## src/rtl/rv32i_trace_pkg.sv

```systemverilog
// Shared encodings and record layout for the rv32i post-trigger trace buffer.
// The record width grows by a 32-bit timestamp when TRACE_TIMESTAMP_EN is defined.
package rv32i_trace_pkg;

    typedef enum logic [1:0] {
        ST_IDLE    = 2'd0,
        ST_CAPTURE = 2'd1,
        ST_POST    = 2'd2,
        ST_DONE    = 2'd3
    } state_e;

    localparam logic [1:0] MODE_ALL       = 2'd0;
    localparam logic [1:0] MODE_MEM       = 2'd1;
    localparam logic [1:0] MODE_BR        = 2'd2;
    localparam logic [1:0] MODE_MEM_OR_BR = 2'd3;

    localparam int TS_W = 32;
`ifdef TRACE_TIMESTAMP_EN
    localparam bit TS_EN = 1'b1;
`else
    localparam bit TS_EN = 1'b0;
`endif

    // Record layout, LSB first: branch, mem_write, write_data, alu_result, instr, pc, [timestamp]
    localparam int OFF_BRANCH     = 0;
    localparam int OFF_MEM_WRITE  = 1;
    localparam int OFF_WRITE_DATA = 2;

    function automatic int off_alu(input int xlen);
        return 2 + xlen;
    endfunction

    function automatic int off_instr(input int xlen);
        return 2 + 2 * xlen;
    endfunction

    function automatic int off_pc(input int xlen);
        return 2 + 3 * xlen;
    endfunction

    function automatic int off_ts(input int xlen);
        return 2 + 4 * xlen;
    endfunction

    function automatic int rec_width(input int xlen);
        return 4 * xlen + 2 + (TS_EN ? TS_W : 0);
    endfunction

endpackage

```

## src/rtl/rv32i_trace_buffer_if.sv

```systemverilog
// Retire-record input and valid/ready readout port of the trace buffer.
interface rv32i_trace_buffer_if #(
    parameter int XLEN = 32
);
    import rv32i_trace_pkg::*;

    localparam int RW = rec_width(XLEN);

    logic            en;
    logic [XLEN-1:0] pc;
    logic [XLEN-1:0] instr;
    logic [XLEN-1:0] alu_result;
    logic [XLEN-1:0] write_data;
    logic            mem_write;
    logic            branch;
    logic            rd_valid;
    logic            rd_ready;
    logic [RW-1:0]   rd_data;

    modport master (
        output en, pc, instr, alu_result, write_data, mem_write, branch, rd_ready,
        input  rd_valid, rd_data
    );

    modport slave (
        input  en, pc, instr, alu_result, write_data, mem_write, branch, rd_ready,
        output rd_valid, rd_data
    );

endinterface

```

## src/rtl/rv32i_trace_buffer_ram.sv

```systemverilog
// Trace record storage: synchronous write, asynchronous read, storage is not reset.
module trace_ram #(
    parameter int DEPTH = 16,
    parameter int WIDTH = 130
) (
    input  logic                     clk,
    input  logic                     we,
    input  logic [$clog2(DEPTH)-1:0] waddr,
    input  logic [WIDTH-1:0]         wdata,
    input  logic [$clog2(DEPTH)-1:0] raddr,
    output logic [WIDTH-1:0]         rdata
);
    logic [WIDTH-1:0] mem_r [DEPTH];

    // Record write port
    always_ff @(posedge clk) begin
        if (we) begin
            mem_r[waddr] <= wdata;
        end
    end

    assign rdata = mem_r[raddr];

endmodule

```

## src/rtl/rv32i_trace_buffer.sv

```systemverilog
// Post-trigger instruction trace buffer: filtered circular capture, PC trigger, oldest-first readout.
// Optional TRACE_TIMESTAMP_EN adds a free-running 32-bit cycle stamp to each record.
module rv32i_trace_buffer
    import rv32i_trace_pkg::*;
#(
    parameter int XLEN  = 32,
    parameter int DEPTH = 16,
    parameter int POST  = 8
) (
    input  logic                   clk,
    input  logic                   reset,
    rv32i_trace_buffer_if.slave    bus,
    input  logic [1:0]             mode,
    input  logic [XLEN-1:0]        trig_pc,
    input  logic                   arm,
    output logic [$clog2(DEPTH):0] count,
    output logic [1:0]             state,
    output logic                   overflow
);
    localparam int AW = $clog2(DEPTH);
    localparam int CW = AW + 1;
    localparam int RW = rec_width(XLEN);

    state_e          state_r;
    logic [AW-1:0]   wr_ptr_r;
    logic [AW-1:0]   rd_ptr_r;
    logic [AW-1:0]   post_cnt_r;
    logic [CW-1:0]   count_r;
    logic            overflow_r;

    logic            filt_s;
    logic            trig_hit_s;
    logic            push_s;
    logic            pop_s;
    logic            full_s;
    logic            rd_valid_s;
    logic [RW-1:0]   wr_data_s;
    logic [RW-1:0]   rd_raw_s;

    // Mode filter on the retire flags
    always_comb begin
        filt_s = 1'b0;
        case (mode)
            MODE_ALL:       filt_s = 1'b1;
            MODE_MEM:       filt_s = bus.mem_write;
            MODE_BR:        filt_s = bus.branch;
            MODE_MEM_OR_BR: filt_s = bus.mem_write | bus.branch;
            default:        filt_s = 1'b0;
        endcase
    end

    // The trigger record bypasses the filter; arm suppresses any push or pop in its cycle
    assign trig_hit_s = (state_r == ST_CAPTURE) && bus.en && (bus.pc == trig_pc);
    assign push_s     = !arm && bus.en &&
                        (((state_r == ST_CAPTURE) && (filt_s || trig_hit_s)) ||
                         ((state_r == ST_POST) && filt_s));
    assign full_s     = (count_r == CW'(DEPTH));
    assign rd_valid_s = (state_r == ST_DONE) && (count_r != {CW{1'b0}});
    assign pop_s      = !arm && rd_valid_s && bus.rd_ready;

`ifdef TRACE_TIMESTAMP_EN
    logic [TS_W-1:0] ts_r;

    // Free-running cycle counter stamped into each record
    always_ff @(posedge clk or negedge reset) begin
        if (!reset) begin
            ts_r <= {TS_W{1'b0}};
        end else begin
            ts_r <= ts_r + TS_W'(1);
        end
    end

    assign wr_data_s = {ts_r, bus.pc, bus.instr, bus.alu_result, bus.write_data,
                        bus.mem_write, bus.branch};
`else
    assign wr_data_s = {bus.pc, bus.instr, bus.alu_result, bus.write_data,
                        bus.mem_write, bus.branch};
`endif

    // Capture/readout FSM with pointers, occupancy, post counter and sticky overflow
    always_ff @(posedge clk or negedge reset) begin
        if (!reset) begin
            state_r    <= ST_IDLE;
            wr_ptr_r   <= {AW{1'b0}};
            rd_ptr_r   <= {AW{1'b0}};
            post_cnt_r <= {AW{1'b0}};
            count_r    <= {CW{1'b0}};
            overflow_r <= 1'b0;
        end else if (arm) begin
            state_r    <= ST_CAPTURE;
            wr_ptr_r   <= {AW{1'b0}};
            rd_ptr_r   <= {AW{1'b0}};
            post_cnt_r <= {AW{1'b0}};
            count_r    <= {CW{1'b0}};
            overflow_r <= 1'b0;
        end else begin
            if (push_s) begin
                wr_ptr_r <= wr_ptr_r + AW'(1);
                if (full_s) begin
                    rd_ptr_r   <= rd_ptr_r + AW'(1);
                    overflow_r <= 1'b1;
                end else begin
                    count_r <= count_r + CW'(1);
                end
            end
            if (pop_s) begin
                rd_ptr_r <= rd_ptr_r + AW'(1);
                count_r  <= count_r - CW'(1);
            end
            case (state_r)
                ST_IDLE: state_r <= ST_IDLE;
                ST_CAPTURE: begin
                    if (trig_hit_s) begin
                        post_cnt_r <= AW'(POST);
                        state_r    <= (POST == 0) ? ST_DONE : ST_POST;
                    end
                end
                ST_POST: begin
                    if (push_s) begin
                        post_cnt_r <= post_cnt_r - AW'(1);
                        if (post_cnt_r == AW'(1)) begin
                            state_r <= ST_DONE;
                        end
                    end
                end
                ST_DONE: begin
                    if ((count_r == {CW{1'b0}}) || (pop_s && (count_r == CW'(1)))) begin
                        state_r <= ST_IDLE;
                    end
                end
                default: state_r <= ST_IDLE;
            endcase
        end
    end

    trace_ram #(
        .DEPTH (DEPTH),
        .WIDTH (RW)
    ) u_ram (
        .clk   (clk),
        .we    (push_s),
        .waddr (wr_ptr_r),
        .wdata (wr_data_s),
        .raddr (rd_ptr_r),
        .rdata (rd_raw_s)
    );

    assign bus.rd_valid = rd_valid_s;
    assign bus.rd_data  = rd_valid_s ? rd_raw_s : {RW{1'b0}};
    assign count        = count_r;
    assign state        = state_r;
    assign overflow     = overflow_r;

endmodule

```

## src/flat_wrapper.sv

```systemverilog
// flat-port wrapper written by rule: the top's interface ports become plain ports
module rv32i_trace_buffer_flat import rv32i_trace_pkg::*;
#(
    parameter int XLEN  = 32,
    parameter int DEPTH = 16,
    parameter int POST  = 8
)
  (clk, reset, mode, trig_pc, arm, count, state, overflow, bus_en, bus_pc, bus_instr, bus_alu_result, bus_write_data, bus_mem_write, bus_branch, bus_rd_ready, bus_rd_valid, bus_rd_data);
  rv32i_trace_buffer_if #(.XLEN(XLEN)) bus_i ();
  input  logic clk;
  input  logic reset;
  input  logic [1:0] mode;
  input  logic [XLEN-1:0] trig_pc;
  input  logic arm;
  output logic [$clog2(DEPTH):0] count;
  output logic [1:0] state;
  output logic overflow;
  input wire logic [$bits(bus_i.en)-1:0] bus_en;
  input wire logic [$bits(bus_i.pc)-1:0] bus_pc;
  input wire logic [$bits(bus_i.instr)-1:0] bus_instr;
  input wire logic [$bits(bus_i.alu_result)-1:0] bus_alu_result;
  input wire logic [$bits(bus_i.write_data)-1:0] bus_write_data;
  input wire logic [$bits(bus_i.mem_write)-1:0] bus_mem_write;
  input wire logic [$bits(bus_i.branch)-1:0] bus_branch;
  input wire logic [$bits(bus_i.rd_ready)-1:0] bus_rd_ready;
  output wire logic [$bits(bus_i.rd_valid)-1:0] bus_rd_valid;
  output wire logic [$bits(bus_i.rd_data)-1:0] bus_rd_data;
  assign bus_i.en = bus_en;
  assign bus_i.pc = bus_pc;
  assign bus_i.instr = bus_instr;
  assign bus_i.alu_result = bus_alu_result;
  assign bus_i.write_data = bus_write_data;
  assign bus_i.mem_write = bus_mem_write;
  assign bus_i.branch = bus_branch;
  assign bus_i.rd_ready = bus_rd_ready;
  assign bus_rd_valid = bus_i.rd_valid;
  assign bus_rd_data = bus_i.rd_data;
  rv32i_trace_buffer #(.XLEN(XLEN), .DEPTH(DEPTH), .POST(POST)) u_core (.clk(clk), .reset(reset), .bus(bus_i), .mode(mode), .trig_pc(trig_pc), .arm(arm), .count(count), .state(state), .overflow(overflow));
endmodule
```

## config.mk

```make
export PLATFORM = sky130hd
export DESIGN_NAME = rv32i_trace_buffer_flat
export DESIGN_NICKNAME = d
export VERILOG_FILES = /design/src/rtl/rv32i_trace_pkg.sv /design/src/rtl/rv32i_trace_buffer_if.sv /design/src/rtl/rv32i_trace_buffer_ram.sv /design/src/rtl/rv32i_trace_buffer.sv /design/src/flat_wrapper.sv
export SDC_FILE = /design/constraint.sdc
export NUM_CORES = 2
export LEC_CHECK = 0
export BUFFER_PORTS_ARGS = -buffer_cell sky130_fd_sc_hd__buf_2
export CORE_MARGIN = 1.5
export CORE_UTILIZATION = 60
export DETAILED_ROUTE_END_ITERATION = 16
export HOLD_SLACK_MARGIN = 0.1
export PLACE_DENSITY = 0.83
export SLEW_MARGIN = 5
export SYNTH_ARGS = -nofsm -noshare
export SYNTH_HDL_FRONTEND = slang
export SYNTH_HIERARCHICAL = 1
export SYNTH_SLANG_ARGS = --single-unit
```

## constraint.sdc

```tcl
create_clock -name clk -period 27 [get_ports clk]
set_input_delay 1.35 -clock clk [delete_from_list [all_inputs] [get_ports clk]]
set_output_delay 1.35 -clock clk [all_outputs]
set_load 0.02 [all_outputs]
```

==> Word level (Yosys, flattened, before mapping) <==
Memories as Yosys holds them, arrays and structs flattened.
Cells that the tools add are included.
{ "totals": {"output_inout_bits": 139, "reg_bits": 20, "n_memories": 1, "ram_bits": 2080} }
{ "memory_table": {"columns": ["memory", "depth", "word_bits", "read_ports", "rd_clocked_by_memory_dff", "write_ports", "line", "text"], "rows": [
  ["u_core.u_ram.mem_r", 16, 130, 1, 0, 1, "rv32i_trace_buffer_ram.sv:13", "logic [WIDTH-1:0] mem_r [DEPTH];"]
]} }
{ "classes": {"n_addsub": 5, "eq_ne": 15, "reduce_logical": 28, "muxes": 27, "n_bitwise": 1} }
{ "ops": {"columns": ["op", "n"], "rows": [
  ["two-way mux 130 bit", 1],
  ["two-way mux 4 bit", 9],
  ["equality test 32 bit", 1],
  ["two-way mux 5 bit", 4],
  ["logical AND 1 bit", 10],
  ["two-way mux 2 bit", 5],
  ["inequality test 3 x 2 -> 1 bit (second input constant)", 3],
  ["nonzero test 3 bit", 3],
  ["adder 4 x 1 -> 4 bit (second input constant)", 2],
  ["equality test 2 bit (second input constant)", 4],
  ["one-hot mux 2 bit (4 select lines)", 1],
  ["one-hot mux 4 bit (2 select lines)", 1],
  ["inequality test 3 bit (second input constant)", 2],
  ["AND reduction 2 bit", 3],
  ["adder 5 x 1 -> 5 bit (second input constant)", 1],
  ["equality test 5 x 1 -> 1 bit (second input constant)", 1],
  ["equality test 5 bit (second input constant)", 1],
  ["zero test 5 bit", 1],
  ["two-way mux 1 bit", 5],
  ["nonzero test 5 bit", 1],
  ["subtractor 5 x 1 -> 5 bit (second input constant)", 1],
  ["equality test 2 x 1 -> 1 bit (second input constant)", 2],
  ["equality test 4 x 1 -> 1 bit (second input constant)", 1],
  ["zero test 2 bit", 2],
  ["8 further kinds", 11]
]} }

==> Depth between registers and ports, before layout <==
{ "logic_depth": {"ltp_word": 10, "depth_mapped": 10, "mapped_depth_nobuf": 8} }

==> Modules after synthesis <==
Netlist, hierarchy kept.
{ "modules_own_cells": {"columns": ["mod", "area_each_um2", "cells_per_inst", "n_inst"], "rows": [
  ["trace_ram", 78118.7, 3281, 1],
  ["rv32i_trace_buffer", 2611.3, 342, 1]
]} }

==> Worst setup path before layout <==
OpenSTA, ideal clock, no wires.
{ "synth_path": {"path_type": "input to register", "startpoint": "in trig_pc[6]", "endpoint": "mem u_core.u_ram.mem_r[0][0], enable pin", "required_time_ns": 26.222, "setup_slack_ns": 14.208, "arrival_ns": 12.014, "setup_ns": 0.778, "cell_stages": 8, "cell_sequence": "xnor2_1 o2111ai_1 or4_4 o31ai_4 and2_1 buf_6 or3b_2 nor3_1"} }
{ "synth_between": {"elab_chain_cells": 8} }
{ "synth_rtl": {"columns": ["element", "line", "text"], "rows": [
  ["start, declared", "flat_wrapper.sv:13", "input logic [XLEN-1:0] trig_pc;"],
  ["equality test 32 bit", "rv32i_trace_buffer.sv:53", "assign trig_hit_s = (state_r == ST_CAPTURE) && bus.en && (bus.pc == trig_pc);"],
  ["logical AND 1 bit", "rv32i_trace_buffer.sv:53", null],
  ["logical OR 1 bit", "rv32i_trace_buffer.sv:55", "(((state_r == ST_CAPTURE) && (filt_s || trig_hit_s)) ||"],
  ["logical AND 1 bit", "rv32i_trace_buffer.sv:55", null],
  ["logical OR 1 bit", "rv32i_trace_buffer.sv:55", null],
  ["logical AND 1 bit", "rv32i_trace_buffer.sv:54", "assign push_s = !arm && bus.en &&"],
  ["net u_core.push_s", "rv32i_trace_buffer.sv:33", "logic push_s;"],
  ["two-way mux 1 bit", "rv32i_trace_buffer_ram.sv:17", "if (we) begin"],
  ["two-way mux 1 bit (not written as such)", "rv32i_trace_buffer_ram.sv:18", "mem_r[waddr] <= wdata;"],
  ["end, declared", "rv32i_trace_buffer_ram.sv:13", null]
]} }
The timed path passes the listed nets, and every way through them passes these cells.

==> Final worst setup path <==
{ "layout_path": {"startpoint": "reg u_core.rd_ptr_r[0]", "endpoint": "out bus_rd_data[61]"} }
{ "layout_between": {"elab_chain_cells": 2} }
{ "layout_rtl": {"columns": ["element", "line", "text"], "rows": [
  ["start, declared", "rv32i_trace_buffer.sv:26", "logic [AW-1:0] rd_ptr_r;"],
  ["start signal, assigned", "rv32i_trace_buffer.sv:85", "rd_ptr_r <= {AW{1'b0}};"],
  ["start signal, assigned", "rv32i_trace_buffer.sv:92", "rd_ptr_r <= {AW{1'b0}};"],
  ["start signal, assigned", "rv32i_trace_buffer.sv:100", "rd_ptr_r <= rd_ptr_r + AW'(1);"],
  ["memory read (16 x 130 bit)", null, null],
  ["net u_core.rd_raw_s[61]", "rv32i_trace_buffer.sv:38", "logic [RW-1:0] rd_raw_s;"],
  ["two-way mux 130 bit", "rv32i_trace_buffer.sv:149", "assign bus.rd_data = rd_valid_s ? rd_raw_s : {RW{1'b0}};"],
  ["end, declared", "flat_wrapper.sv:27", "output wire logic [$bits(bus_i.rd_data)-1:0] bus_rd_data;"]
]} }
The timed path passes the listed nets, and every way through them passes these cells.

==> results.cfg <==
[status]
status = finished clean

[pwr]
p_per_area_nw_per_um2 = 72.9
combinationalPowerShare_pct = 4.3
p_leak_nw = 28.3
p_seq_share_pct = 55.1
p_int_mw = 5.19
vdd_drop_max_mv = 0.0674
power.share.switching_pct = 21.2
p_clk_share_pct = 40.6
p_sw_mw = 1.40
total_power_mw = 6.59

[drt]
drt_iter0_markers = 5531
wl_per_cell_um = 35.0
viasPerCell = 6.90
drtPass1Iterations = 6
drc_errors = 0
finalWirelength_um = 207000
dr_total_vias = 40900
drtAntennaViolNets = 0

[cts]
cts_buffers = 195
clock-sinks = 2100
cts_tree = done
root_buffer = clkbuf_16
cts_hold_buf = 0
htreeDepth = 4
clock_path_buffers = 3
post-cts-setup-buffers = 0
clkTransAtPathRegs_ns = 0.07
post_cts_resized = 0
clock_latency_ns = 0.82

[global_route]
antenna_found_initial = 44
track_usage_pct = 30.7
grt_overflow_total = 0
grt_first_pass_wirelength_um = 296000
grt_max_degree = 151
grt_pass1_vias = 42300

[synth]
yosysTopAreaCell = edfxtp_1
synth_cell_types = 57
ys_ff_latch = 2100
synth_edf_count = 2080
synth-compound-area-share_pct = 2.92
yosys-top-cells-count = edfxtp_1, mux4_2, a22oi_1
muxShareOfSynthArea_pct = 14.8
syn-num-nets = 3803
synth_flop_cell = edfxtp_1
synth_xor_area_share_pct = 0.391
synth_top_family_by_area = multiplexers
synth_top_cell_area_share_pct = 77.4
async_reset_ff_share_pct = 0.952
avgSynthCellArea_um2 = 22.3
ys_warn_count = 6
synth_area_leaders = edfxtp_1, mux4_2, a22oi_1, and2_1, mux2_2
synth_fa_ha_area_share_pct = 0.170
synth_area_um2 = 80700
yosys.area_share.simple_pct = 2.47
yosysMostFrequentCell = edfxtp_1
seq_area_frac_synth_pct = 78.0
synthCells = 3623

[setup_path]
crit_path_start_kind = flip-flop
crit_top_cell = buf_4
reg2reg_slack_ns = 20.47
cp_slowest_stage_delay_ns = 1.02
crit_start = u_core/rd_ptr_r[0]
end_kind = output port
r2r-end = u_core/u_ram/mem_r[9][122]
critical_path_arrival_ns = 6.90
r2r_cells = 10
critPathCapture = bus_rd_data[61]
path_class = flip-flop to output port
worst_ep_required_time_ns = 25.65
r2r-start = u_core/state[1]
crit_path_cell_trace = buf_12, buf_4, buf_4, buf_4, mux4_2, a22oi_1, nand2_1, and2_1, buf_2
crit_slowest_cell = dfrtp_4
crit_fanout = 113

[min_path]
hp-class = input pin to async pin

[die]
die_w_um = 370
ios = 308
die_h_um = 370
start_util_pct = 60.5
core_region_area_um2 = 133000
rows = 134
dieArea_um2 = 137000

[placed_design]
place_congestion = 0.771
dpl-instance-area_um2 = 84300
io_buffers = 307
post-dp-hpwl_um = 103000

[final_layout]
layout-drive-gt1-share_pct = 29.5
final_nets = 4170
syn_to_final_growth_pct = 12.0
post-route-cell-area_um2 = 90400
nFillCells = 7817

[timing]
fin_tns_setup_ns = 0
fin_worst_skew_ns = 0.0335
hold_viol = 0
slew_violations = 0
post-route-period-util_pct = 30.6
rsz0062_at_grt = no
timing.final.crit_period_ns = 8.25
relSlewSlack_pct = 12.3
worstMarginPinSlew_ns = 1.32
fmax_mhz = 121
finalSetupViolCount = 0

[run]
cap_violations = 0
## metrics by stage
stage | worst slack [ns] | instances | utilization, % | hold WS (ns)
2_1_floorplan | 14.21 | 3623 | - | 0.461
3_3_place_gp | 18.87 | 5561 | 63.1 | 0.479
3_5_place_dp | 18.64 | 5561 | 63.1 | 0.495
4_1_cts | 18.54 | 5920 | 67.7 | 0.446
5_1_grt | 18.09 | 5926 | 67.7 | 0.491
6_report | 18.75 | 5928 | 67.7 | 0.483
## worst max-delay path: cells and delay by family (launching register included)
kind            cells  cell delay, ns
flops               1            1.02
mux                 1            0.60
compound gates      1            0.38
buf+inv             5            3.47
simple gates        2            0.34
## per-layer routing
layer  GRT usage [%]  wire, um
met1            39.7     70400
met2            49.7    103000
met3            7.88     24600
met4            13.5      8840
met5               0       215
## cell families (layout without fill, tap and decap cells)
group,count (synthesis),after routing
simple gates,370,370
buf+inv,213,742
mux,578,578
flops,2100,2100
xor+xnor,36,36
compound gates,315,315
other cells,0,8
fa+ha+maj,11,11
## registers in the layout (all words and copies together), names as in the netlist
register            cells
u_core/u_ram/mem_r   2080
u_core/count            5
u_core/post_cnt_r       4
u_core/rd_ptr_r         4
u_core/wr_ptr_r         4
u_core/state            2
u_core/overflow         1
## power groups by stage
stage / logic (mW) / registers [mW] / clock network (mW)
finish: 0.282 / 3.63 / 2.68
global route: 0.300 / 3.63 / 2.82
CTS: 0.282 / 3.63 / 2.70
detailed placement: 0.276 / 3.70 / 0
global placement: 0.268 / 3.69 / 0
floorplan: 0.144 / 3.70 / 0
## layout make-up
| cell class | count | area [um2] | area share (%) |
|---|---|---|---|
| Sequential cell | 2100 | 63000 | 69.7 |
| Multi-Input combinational cell | 1310 | 16900 | 18.7 |
| Clock buffer | 241 | 5180 | 5.73 |
| Tap cell | 1768 | 2210 | 2.45 |
| Timing Repair Buffer | 371 | 2130 | 2.36 |
| Clock inverter | 118 | 952 | 1.05 |
| Inverter | 12 | 45.0 | 0.0498 |
| Antenna cell | 8 | 20.0 | 0.0221 |
## placed cells by master, fill, tap and decap left out, types with 5 or more instances in the layout
| cell | netlist | layout |
|---|---|---|
| a21oi_1 | 7 | 7 |
| a221oi_1 | 13 | 13 |
| a22oi_1 | 219 | 219 |
| a31oi_1 | 7 | 6 |
| and2_1 | 134 | 133 |
| buf_12 | 0 | 9 |
| buf_2 | 65 | 307 |
| buf_4 | 31 | 55 |
| bufinv_16 | 0 | 13 |
| clkbuf_1 | 85 | 40 |
| clkbuf_16 | 0 | 201 |
| clkinv_1 | 0 | 56 |
| clkinv_2 | 0 | 30 |
| clkinv_4 | 0 | 5 |
| clkinvlp_4 | 0 | 5 |
| dfrtp_1 | 20 | 16 |
| diode_2 | 0 | 8 |
| edfxtp_1 | 2080 | 2080 |
| ha_1 | 11 | 11 |
| inv_1 | 12 | 12 |
| mux2_2 | 67 | 67 |
| mux2i_1 | 26 | 26 |
| mux4_2 | 484 | 484 |
| nand2_1 | 105 | 105 |
| nand2b_1 | 21 | 21 |
| nand3_1 | 11 | 11 |
| nor2_1 | 32 | 18 |
| nor2_4 | 0 | 13 |
| nor2b_1 | 33 | 29 |
| nor4_1 | 5 | 5 |
| o21ai_0 | 27 | 27 |
| o221ai_1 | 23 | 23 |
| o22a_1 | 6 | 6 |
| xnor2_1 | 16 | 16 |
| xor2_1 | 20 | 20 |
## worst min-delay path by stage
stage	start	to	slack, ns	depth (start not counted)
after floorplan	u_core/post_cnt_r[3]	u_core/post_cnt_r[3]	0.46	1
after global placement	u_core/post_cnt_r[3]	u_core/post_cnt_r[3]	0.48	1
after detailed placement	u_core/post_cnt_r[3]	u_core/post_cnt_r[3]	0.50	1
after CTS	reset	u_core/state[1]	0.45	1
after global routing	reset	u_core/state[1]	0.49	1
final	reset	u_core/state[1]	0.48	1
No activity file was read; power rests on OpenSTA's default activity.
